### src/rtl/pipe_pkg.sv
// Shared types and constants for the pipeline stage register.
// No logic; pure declarations.
// No flow control; consumers decide how they use these.
package pipe_pkg;

  // Occupancy of the stage when the skid entry is built in.
  typedef enum logic [1:0] {
    EMPTY = 2'd0,
    HALF  = 2'd1,
    FULL  = 2'd2
  } stage_state_t;

  // Instruction presented when no beat is held; truncated to INS_W at use.
  localparam logic [63:0] PIPE_NOP_INS = 64'd0;

endpackage

### src/rtl/pipe_sat_counter.sv
// Saturating up-counter with synchronous active-low clear.
// Latency: count changes on the rising edge after inc is sampled.
// No flow control; sticks at all-ones instead of wrapping.
module pipe_sat_counter #(
  parameter int W = 16
) (
  input  logic         clk,
  input  logic         clr_n,
  input  logic         inc,
  output logic [W-1:0] cnt
);

  // Clear wins; otherwise count up until every bit is set.
  always_ff @(posedge clk) begin
    if (!clr_n) begin
      cnt <= '0;
    end else if (inc && (cnt != {W{1'b1}})) begin
      cnt <= cnt + W'(1);
    end
  end

endmodule

### src/rtl/pipe_stage_reg.sv
// Pipeline register stage with valid/ready on both sides and a saturating stall counter.
// Latency: 1 cycle from input acceptance to output when empty; PIPE_STAGE_SKID_EN adds a skid entry.
// Backpressure: skid build registers in_ready (low only when FULL); default build uses in_ready = !out_valid || out_ready.
module pipe_stage_reg
  import pipe_pkg::*;
#(
  parameter int                 INS_W   = 32,
  parameter int                 PC_W    = 32,
  parameter int                 CNT_W   = 16,
  parameter logic [INS_W-1:0]   NOP_INS = INS_W'(PIPE_NOP_INS)
) (
  input  logic             clk,
  input  logic             reset,
  input  logic             flush,
  input  logic             in_valid,
  output logic             in_ready,
  input  logic [INS_W-1:0] in_ins,
  input  logic [PC_W-1:0]  in_pc,
  output logic             out_valid,
  input  logic             out_ready,
  output logic [INS_W-1:0] out_ins,
  output logic [PC_W-1:0]  out_pc,
  output logic [CNT_W-1:0] stall_cnt
);

  logic             in_xfer;
  logic             out_xfer;
  logic [INS_W-1:0] main_ins;
  logic [PC_W-1:0]  main_pc;

  assign in_xfer  = in_valid && in_ready;
  assign out_xfer = out_valid && out_ready;

`ifdef PIPE_STAGE_SKID_EN
  stage_state_t     state;
  stage_state_t     state_nxt;
  logic             load_main_in;
  logic             load_main_skid;
  logic             load_skid;
  logic [INS_W-1:0] skid_ins;
  logic [PC_W-1:0]  skid_pc;

  // in_ready decodes straight from the state flop, so it never depends on out_ready.
  assign in_ready  = (state != FULL);
  assign out_valid = (state != EMPTY);

  // Occupancy register; reset beats flush, flush beats any transfer.
  always_ff @(posedge clk) begin
    if (!reset) begin
      state <= EMPTY;
    end else begin
      state <= state_nxt;
    end
  end

  // Next occupancy and which storage entry loads this cycle.
  always_comb begin
    state_nxt      = state;
    load_main_in   = 1'b0;
    load_main_skid = 1'b0;
    load_skid      = 1'b0;
    if (flush) begin
      state_nxt = EMPTY;
    end else begin
      unique case (state)
        EMPTY: begin
          if (in_xfer) begin
            state_nxt    = HALF;
            load_main_in = 1'b1;
          end
        end
        HALF: begin
          if (in_xfer && !out_xfer) begin
            state_nxt = FULL;
            load_skid = 1'b1;
          end else if (in_xfer && out_xfer) begin
            load_main_in = 1'b1;
          end else if (out_xfer) begin
            state_nxt = EMPTY;
          end
        end
        FULL: begin
          if (out_xfer) begin
            state_nxt      = HALF;
            load_main_skid = 1'b1;
          end
        end
        default: state_nxt = EMPTY;
      endcase
    end
  end

  // Data entries carry no reset; out_valid masks whatever they hold.
  always_ff @(posedge clk) begin
    if (load_main_in) begin
      main_ins <= in_ins;
      main_pc  <= in_pc;
    end else if (load_main_skid) begin
      main_ins <= skid_ins;
      main_pc  <= skid_pc;
    end
    if (load_skid) begin
      skid_ins <= in_ins;
      skid_pc  <= in_pc;
    end
  end
`else
  logic held;

  // A new beat may enter whenever the current one is leaving or there is none.
  assign in_ready  = !held || out_ready;
  assign out_valid = held;

  // Single-entry occupancy; reset beats flush, flush beats any transfer.
  always_ff @(posedge clk) begin
    if (!reset) begin
      held <= 1'b0;
    end else if (flush) begin
      held <= 1'b0;
    end else if (in_xfer) begin
      held <= 1'b1;
    end else if (out_xfer) begin
      held <= 1'b0;
    end
  end

  // Data entry carries no reset; out_valid masks whatever it holds.
  always_ff @(posedge clk) begin
    if (in_xfer) begin
      main_ins <= in_ins;
      main_pc  <= in_pc;
    end
  end
`endif

  assign out_ins = out_valid ? main_ins : NOP_INS;
  assign out_pc  = out_valid ? main_pc  : '0;

  pipe_sat_counter #(
    .W (CNT_W)
  ) u_stall_cnt (
    .clk   (clk),
    .clr_n (reset),
    .inc   (out_valid && !out_ready),
    .cnt   (stall_cnt)
  );

endmodule
### config.mk
export PLATFORM = sky130hd
export DESIGN_NAME = pipe_stage_reg
export DESIGN_NICKNAME = d
export VERILOG_FILES = /design/src/rtl/pipe_pkg.sv /design/src/rtl/pipe_sat_counter.sv /design/src/rtl/pipe_stage_reg.sv
export SDC_FILE = /design/constraint.sdc
export NUM_CORES = 1
export LEC_CHECK = 0
export ABC_CLOCK_PERIOD_IN_PS = 4500
export CORE_ASPECT_RATIO = 1.1
export CORE_UTILIZATION = 41
export CTS_BUF_LIST = sky130_fd_sc_hd__clkbuf_16
export DETAILED_ROUTE_END_ITERATION = 10
export GPL_TIMING_DRIVEN = 0
export PLACE_DENSITY = 0.81
export SLEW_MARGIN = 5
export SYNTH_ARGS = -nofsm -noshare
export SYNTH_HDL_FRONTEND = slang
export SYNTH_SLANG_ARGS = --single-unit
### constraint.sdc
create_clock -name clk -period 4.5 [get_ports clk]
set_clock_uncertainty 0.2 [all_clocks]
set_input_delay 0.9 -clock clk [delete_from_list [all_inputs] [get_ports clk]]
set_output_delay 0.9 -clock clk [all_outputs]
set_load 0.05 [all_outputs]
==> out/metrics.yaml, run 1 <==
cells_and_area:
  fin_nets: 468
  area_growth_pct: 59.2
  utilization_pct: 68.1
  finalInstanceArea_um2: 5120
  n_antenna_cell: 0
  drive_gt1_share_pct: 5.71
  fin_cells: 508
  n_fill_cell: 556
synth:
  synth_enable_flop_cells: 64
  synth_top_area_share_pct: 59.8
  syn_inst: 238
  yosysMostFrequentCell: "and2_1"
  ys_top_cells_by_area: "edfxtp_1, and2_1, dfxtp_1"
  ys.flop_type: "edfxtp_1"
  ys_ff_latch: 81
  synth_async_sr_flop_share_pct: 0
  syn-num-nets: 308
  ys_seq_area_share_pct: 70.4
  synth_area_per_cell_um2: 13.5
  synth_commonest_cells: "and2_1, edfxtp_1, dfxtp_1"
  syn_area_um2: 3220
  synth.distinct_cells: 30
  yosysTopAreaCell: "edfxtp_1"
  ys_warn_count: 0
worst_hold_path:
  hold_path.class: "flip-flop to flip-flop"
cts:
  cts.sinks: 81
  tritoncts: "done"
  cts_setup_buffers: 0
  cts_root_buf: "clkbuf_16"
  clockBufferDepth: 2
  cts_resized: 0
  path_clk_slew_ns: 0.06
  numCtsBuffers: 9
  holdBufCountCts: 0
  clkLatencyLatePin_ns: 0.33
  ctsHtreeMaxLevel: 3
placement:
  numPortBuffers: 149
  gp_congestion: 0.861
  place_ws_ns: 0.592
  place_inst: 492
  dp_hpwl_um: 5870
  place_area_um2: 4840
drt:
  finalWirelength_um: 8060
  post_drt_via_cell_ratio: 4.86
  drt-initial-drc-count: 83
  ant_nets: 0
  firstDrtPassIters: 4
  drc: 0
  vias: 2469
  wl_per_cell_um: 15.9
sta:
  max_freq_mhz: 253
  tightest_slew_ns: 0.833
  maxSlewViolCount: 0
  finalHoldViolations: 0
  rsz0062_at_grt: "no"
  setup_ws_ns: 0.547
  min_period_ns: 3.95
  setup_viol: 0
  fin_crit_sh_pct: 87.8
  slew_headroom_pct: 44.5
power:
  ir_drop_uv: 229
  leakagePower_nw: 1.75
  power_mw: 1.73
  power.density_nw_per_um2: 338
global_route:
  grt_first_pass_wirelength_um: 11700
  use_met3_pct: 6.64
  use_met2_pct: 35.2
  met1_usage_pct: 20.7
  grt_max_degree: 65
  antenna_found_initial: 0
  first_global_vias: 2302
  grt-ovfl-total: 0
  busiest_layer: "met2"
  gr-usage-all-layers_pct: 19.2
setup_path:
  startpoint_type: "input pin"
  cp.required_ns: 3.40
  cp_slowest_stage_delay_ns: 0.89
  worstPathArrival_ns: 2.85
  slowest_stage: "clkdlybuf4s50_1"
  endpoint_kind: "output pin"
  criticalPathCategory: "input pin to output pin"
  cpMostUsedCell: "clkdlybuf4s50_1"
  path_max_fanout: 10
  path_cells: "clkdlybuf4s50_1 > nor2b_4 > inv_2 > clkbuf_1 > clkdlybuf4s50_1"
floorplanning:
  pin_count: 151
  core_um2: 7510
  die_x_um: 86.4
  fp.dieH_um: 94.9
  num_rows: 33
  dieArea_um2: 8200
  initial_core_util_pct: 42.8
status:
  status: "finished, final reports clean"
job:
  maxCapViolCount: 0
-- path summary, 6_finish.rpt --
check | start | end | slack [ns] | cells past startpoint
setup / recovery | out_ready | in_ready | 0.55 | 5
hold / removal | u_stall_cnt.cnt[15] | u_stall_cnt.cnt[15] | 0.32 | 2
setup reg to reg | u_stall_cnt.cnt[0] | u_stall_cnt.cnt[1] | 2.13 | 7
hold reg to reg | u_stall_cnt.cnt[15] | u_stall_cnt.cnt[15] | 0.32 | 2
-- critical path, delay by kind of cell --
family                 cells  cell delay, ns
buffers and inverters      4            1.88
and+or+nand+nor            1            0.06
-- power by group --
part           total [mW]  switching, mW  internal, mW
Clock               0.678          0.301         0.377
Combinational       0.198          0.108        0.0901
Sequential          0.856        0.00772         0.848
-- metal layers --
layer / vias up / wire length (µm) / part of all wire, %
li1: 1184 / - / -
met1: 1166 / 3180 / 39
met2: 111 / 4070 / 50
met3: 8 / 733 / 9.1
met4: 0 / 75 / 0.93
met5: - / 0 / 0
-- cell usage in the layout, fill, tap and decap left out, drive strengths merged, types with 2 or more instances in the layout --
cell / instances
clkdlybuf4s50: 149
and2: 65
edfxtp: 64
clkbuf: 20
dfxtp: 17
a21oi: 11
nand2: 8
or4: 8
nand3: 7
o31ai: 7
nand4: 5
inv: 5
nor4: 4
o21ai: 4
nand2b: 3
mux2i: 3
clkinv: 3
and4: 2
buf: 2
or3: 2
nor2: 2
or2: 2
clkinvlp: 2
-- registers in the layout, summed over array words and instances (netlist names) --
name / cells
out_valid: 1
main_ins: 32
u_stall_cnt.cnt: 16
main_pc: 32
-- cell families after synthesis --
family                   count (synthesis)  share of synthesized area, %
adder cells (fa/ha/maj)                  1                         0.389
AO/OA/AOI/OAI                           25                          4.82
AND/OR/NAND/NOR                        112                          21.5
buffers and inverters                   16                          1.98
multiplexers                             3                         0.934
flip-flops                              81                          70.4
-- cell type report --
type | count | area (µm²) | area share, %
Clock buffer | 9 | 225 | 4.40
Clock inverter | 7 | 53.8 | 1.05
Buffer | 13 | 52.6 | 1.03
Inverter | 3 | 11.3 | 0.220
Tap cell | 105 | 131 | 2.57
Multi-Input combinational cell | 141 | 892 | 17.4
Timing Repair Buffer | 149 | 1490 | 29.1
Sequential cell | 81 | 2260 | 44.2
-- stage by stage --
step | hold slack (ns) | setup TNS, ns
5_1_grt | 0.344 | 0
2_1_floorplan | 0.489 | 0
4_1_cts | 0.320 | 0
3_3_place_gp | 0.269 | -11.02
3_5_place_dp | 0.303 | 0
6_report | 0.318 | 0
Power figures use the tool's default switching activity.
==> run 2: changes to the inputs <==
--- a/config.mk
+++ b/config.mk
@@ -7,11 +7,12 @@
 export LEC_CHECK = 0
 export ABC_CLOCK_PERIOD_IN_PS = 4500
 export CORE_ASPECT_RATIO = 1.1
-export CORE_UTILIZATION = 41
+export CORE_UTILIZATION = 62
 export CTS_BUF_LIST = sky130_fd_sc_hd__clkbuf_16
 export DETAILED_ROUTE_END_ITERATION = 10
+export DONT_BUFFER_PORTS = 1
 export GPL_TIMING_DRIVEN = 0
-export PLACE_DENSITY = 0.81
+export PLACE_DENSITY = 0.79
 export SLEW_MARGIN = 5
 export SYNTH_ARGS = -nofsm -noshare
 export SYNTH_HDL_FRONTEND = slang
==> out/metrics.yaml, run 2 (synthesis gave the netlist of run 1 again) <==
drt:
  wl_per_cell_um: 18.8
  ant_nets: 0
  drt-initial-drc-count: 90
  firstDrtPassIters: 7
  vias: 1883
  drc: 26
  finalWirelength_um: 5880
  post_drt_via_cell_ratio: 6.02
status:
  violations: "design-rule violations"
  status: "finished with violations"
sta:
  rsz0062_at_grt: "no"
  setup_ws_ns: 1.23
  setup_viol: 0
  min_period_ns: 3.27
  max_freq_mhz: 306
  setup_tns_ns: 0
  maxSlewViolCount: 0
  slew_headroom_pct: 37.0
  fin_crit_sh_pct: 72.7
  finalHoldViolations: 0
  tightest_slew_ns: 0.944
cells_and_area:
  n_antenna_cell: 0
  largestRegisters: "main_ins: 32 flops, main_pc: 32 flops, u_stall_cnt.cnt: 16 flops"
  final_cell_mix: "and2_1, edfxtp_1, dfxtp_1"
  drive_gt1_share_pct: 9.02
  fin_nets: 320
  n_fill_cell: 334
  fin_cells: 313
  area_growth_pct: 13.4
power:
  leakagePower_nw: 1.26
  ir_drop_uv: 239
  p_int_mw: 1.40
  combPwrFrac_pct: 5.9
  p_clk_share_pct: 45.2
  p_sw_mw: 0.359
  switching_share_pct: 20.4
  seqPwrFrac_pct: 48.8
  power.density_nw_per_um2: 482
global_route:
  grt_max_degree: 38
  gr-usage-all-layers_pct: 21.6
  grt_first_pass_wirelength_um: 8710
  grt-ovfl-total: 0
  antenna_found_initial: 0
  first_global_vias: 1700
cts:
  clkLatencyLatePin_ns: 0.32
  tritoncts: "done"
  holdBufCountCts: 0
  cts_resized: 0
  cts_root_buf: "clkbuf_16"
  ctsHtreeMaxLevel: 3
  cts_setup_buffers: 0
  cts.sinks: 81
  path_clk_slew_ns: 0.05
  clockBufferDepth: 2
  numCtsBuffers: 9
placement:
  dp_hpwl_um: 4220
  gp_congestion: 0.830
  place_inst: 297
  numPortBuffers: 0
  place_ws_ns: 1.19
floorplanning:
  fp.dieH_um: 77.5
  initial_core_util_pct: 64.3
  num_rows: 27
  dieArea_um2: 5480
  die_x_um: 70.7
  pin_count: 151
  core_um2: 5000
setup_path:
  cp.required_ns: 3.40
  path_max_fanout: 10
  startpoint_type: "flip-flop"
  criticalPathCategory: "flip-flop to output pin"
  rrSetupSlack_ns: 1.42
  worstPathArrival_ns: 2.17
  endpoint_kind: "output pin"
job:
  maxCapViolCount: 0
worst_hold_path:
  hold_path.class: "input pin to flip-flop"
==> run 2: final cells by class <==
class / instances / area, µm² / share of cell area [%]
sequential: 81 / 2260 / 62.0
multi-input combinational: 141 / 891 / 24.4
clock buffer: 9 / 225 / 6.18
clock inverter: 7 / 111 / 3.05
tap: 58 / 72.6 / 1.99
buffer: 13 / 52.6 / 1.44
timing repair buffer: 1 / 20.0 / 0.549
inverter: 3 / 11.3 / 0.309
==> run 2: power groups by stage <==
stage / logic [mW] / registers (mW) / clock network (mW)
final: 0.104 / 0.859 / 0.796
after global routing: 0.109 / 0.862 / 0.833
after CTS: 0.105 / 0.859 / 0.808
after detailed placement: 0.105 / 0.875 / 0
after global placement: 0.101 / 0.875 / 0
after floorplan: 0.0925 / 0.873 / 0
==> run 2: routing by layer <==
metal	track usage, %	vias up	part of all wire (%)
met5	0	-	0
met4	12.0	0	1.6
met3	9.22	11	9.4
met2	36.0	100	52
met1	23.1	879	37
li1	-	893	-
==> run 2: path summary, 6_finish.rpt <==
check                            from                   to  cells after the start
hold reg to reg   u_stall_cnt.cnt[15]  u_stall_cnt.cnt[15]                      2
setup reg to reg            out_valid           main_pc[5]                      5
setup / recovery            out_valid           out_ins[4]                      3
hold / removal                  flush            out_valid                      1
==> run 2: worst max-delay path, stage by stage, from the launching register on <==
cell and delay (ns):
dfxtp_1 0.66, clkbuf_1 0.37, clkbuf_1 0.30, and2_1 0.52
==> run 2: metrics by stage <==
step                total power [mW]  area (µm²)  util (%)  hold slack [ns]
global route                    1.80        3650      72.9            0.458
detailed placement             0.979        3310      66.2            0.526
CTS                             1.77        3650      72.9            0.457
global placement               0.976        3290      65.8            0.507
floorplan                      0.966        3220         -            0.489
finish                          1.76        3650      72.9            0.465
==> run 3: changes to the inputs <==
--- a/config.mk
+++ b/config.mk
@@ -5,14 +5,14 @@
 export SDC_FILE = /design/constraint.sdc
 export NUM_CORES = 1
 export LEC_CHECK = 0
-export ABC_CLOCK_PERIOD_IN_PS = 4500
+export ABC_CLOCK_PERIOD_IN_PS = 2860
 export CORE_ASPECT_RATIO = 1.1
-export CORE_UTILIZATION = 62
+export CORE_UTILIZATION = 56
 export CTS_BUF_LIST = sky130_fd_sc_hd__clkbuf_16
 export DETAILED_ROUTE_END_ITERATION = 10
 export DONT_BUFFER_PORTS = 1
 export GPL_TIMING_DRIVEN = 0
-export PLACE_DENSITY = 0.79
+export PLACE_DENSITY = 0.75
 export SLEW_MARGIN = 5
 export SYNTH_ARGS = -nofsm -noshare
 export SYNTH_HDL_FRONTEND = slang
==> constraint.sdc (replaced) <==
create_clock -name clk -period 2.86 [get_ports clk]
set_clock_uncertainty 0.2 [all_clocks]
set_input_delay 0.572 -clock clk [delete_from_list [all_inputs] [get_ports clk]]
set_output_delay 0.572 -clock clk [all_outputs]
set_load 0.05 [all_outputs]
==> out/metrics.yaml, run 3 (synthesis gave the netlist of run 1 again) <==
status:
  status: "finished, final reports clean"
global_route:
  grt_first_pass_wirelength_um: 8740
  grt-ovfl-total: 0
  grt_max_degree: 65
  met1_usage_pct: 20.4
  busiest_layer: "met2"
  use_met3_pct: 9.33
  use_met2_pct: 34.7
  first_global_vias: 1690
  gr-usage-all-layers_pct: 20.2
  antenna_found_initial: 1
cts:
  cts.sinks: 81
  path_clk_slew_ns: 0.06
  clkLatencyLatePin_ns: 0.32
  numCtsBuffers: 9
  cts_setup_buffers: 0
  ctsHtreeMaxLevel: 3
  cts_root_buf: "clkbuf_16"
  clockBufferDepth: 2
  tritoncts: "done"
placement:
  dp_hpwl_um: 4320
  gp_congestion: 0.804
  numPortBuffers: 0
  place_area_um2: 3310
  place_ws_ns: -0.0997
cells_and_area:
  final_cell_mix: "edfxtp_1, and2_2, dfxtp_1"
  n_fill_cell: 410
  fin_nets: 320
  multi_input_area_um2: 982
  utilization_pct: 67.4
  drive_gt1_share_pct: 34.5
  area_growth_pct: 14.6
  finalInstanceArea_um2: 3690
  n_antenna_cell: 0
  largestRegisters: "main_ins: 32 flops, main_pc: 32 flops, u_stall_cnt.cnt: 16 flops"
  final_common_cell: "edfxtp_1"
  seq_area_um2: 2270
drt:
  drt-initial-drc-count: 109
  firstDrtPassIters: 4
  post_drt_via_cell_ratio: 5.76
  finalWirelength_um: 6350
  ant_nets: 0
  vias: 1902
  wl_per_cell_um: 19.2
  drc: 0
setup_path:
  path_max_fanout: 32
  criticalPathCategory: "flip-flop to flip-flop"
  startpoint_type: "flip-flop"
  r2r-start: "out_valid"
  worstPathArrival_ns: 2.38
  endpoint_kind: "flip-flop"
  cp.required_ns: 2.63
  cp-startpoint: "out_valid"
floorplanning:
  initial_core_util_pct: 58.8
  dieArea_um2: 6050
  pin_count: 151
  core_um2: 5470
  fp.dieH_um: 81.5
  num_rows: 28
  die_x_um: 74.3
sta:
  max_freq_mhz: 384
  setup_viol: 0
  finalHoldViolations: 0
  rsz0062_at_grt: "no"
  slew_headroom_pct: 41.8
  setup_ws_ns: 0.256
  maxSlewViolCount: 0
  min_period_ns: 2.60
  fin_crit_sh_pct: 91.1
  tightest_slew_ns: 0.873
  hold_ws_ns: 0.114
  setup_tns_ns: 0
job:
  maxCapViolCount: 0
worst_hold_path:
  hold_path.class: "input pin to flip-flop"
  min-delay-start: "flush"
power:
  ir_drop_uv: 369
  power.density_nw_per_um2: 687
  leakagePower_nw: 1.26
-- run 3: metal layers --
layer  up-vias  wire length (µm)
met2       100              3400
met1       896              2140
li1        895                 -
met4         2                84
met3         9               711
met5         -                13
-- run 3: path summary, 6_finish.rpt --
kind / slack, ns / end / depth (start not counted)
max: 0.26 / main_ins[1] / 4
min: 0.11 / out_valid / 1
max reg2reg: 0.26 / main_ins[1] / 4
min reg2reg: 0.45 / u_stall_cnt.cnt[0] / 2
-- run 3: layout make-up --
| class | instances | area share [%] |
|---|---|---|
| plain buffers | 13 | 1.63 |
| clock buffers | 9 | 6.11 |
| clock inverters | 7 | 1.29 |
| inverters | 3 | 0.305 |
| multi-input cells | 142 | 26.6 |
| flip-flops and latches | 81 | 61.5 |
| well taps | 75 | 2.55 |
-- run 3: where the power goes --
group | switching [mW] | internal [mW] | leakage [nW]
clock | 0.425 | 0.585 | 0.127
combinational | 0.143 | 0.0265 | 0.373
sequential | 0.0168 | 1.34 | 0.761
-- run 3: critical path, stage by stage, from the launching register on --
cell             delay [ns]
dfxtp_2                0.41
nor2b_4                0.17
inv_2                  0.11
clkdlybuf4s15_1        0.79
and2_4                 0.55
-- run 3: repair_timing --
| action | CTS | global route |
|---|---|---|
| cloned | 0 | 1 |
| hold buffers | 0 | 0 |
| pin swaps | 0 | 0 |
| gates resized for setup | 58 | 11 |
| setup endpoints to repair | 126 | 77 |
-- run 3: through the flow --
stage,total power [mW],instances
2_1_floorplan,1.52,238
3_3_place_gp,1.53,313
3_5_place_dp,1.54,313
4_1_cts,2.56,329
5_1_grt,2.61,330
6_report,2.53,330
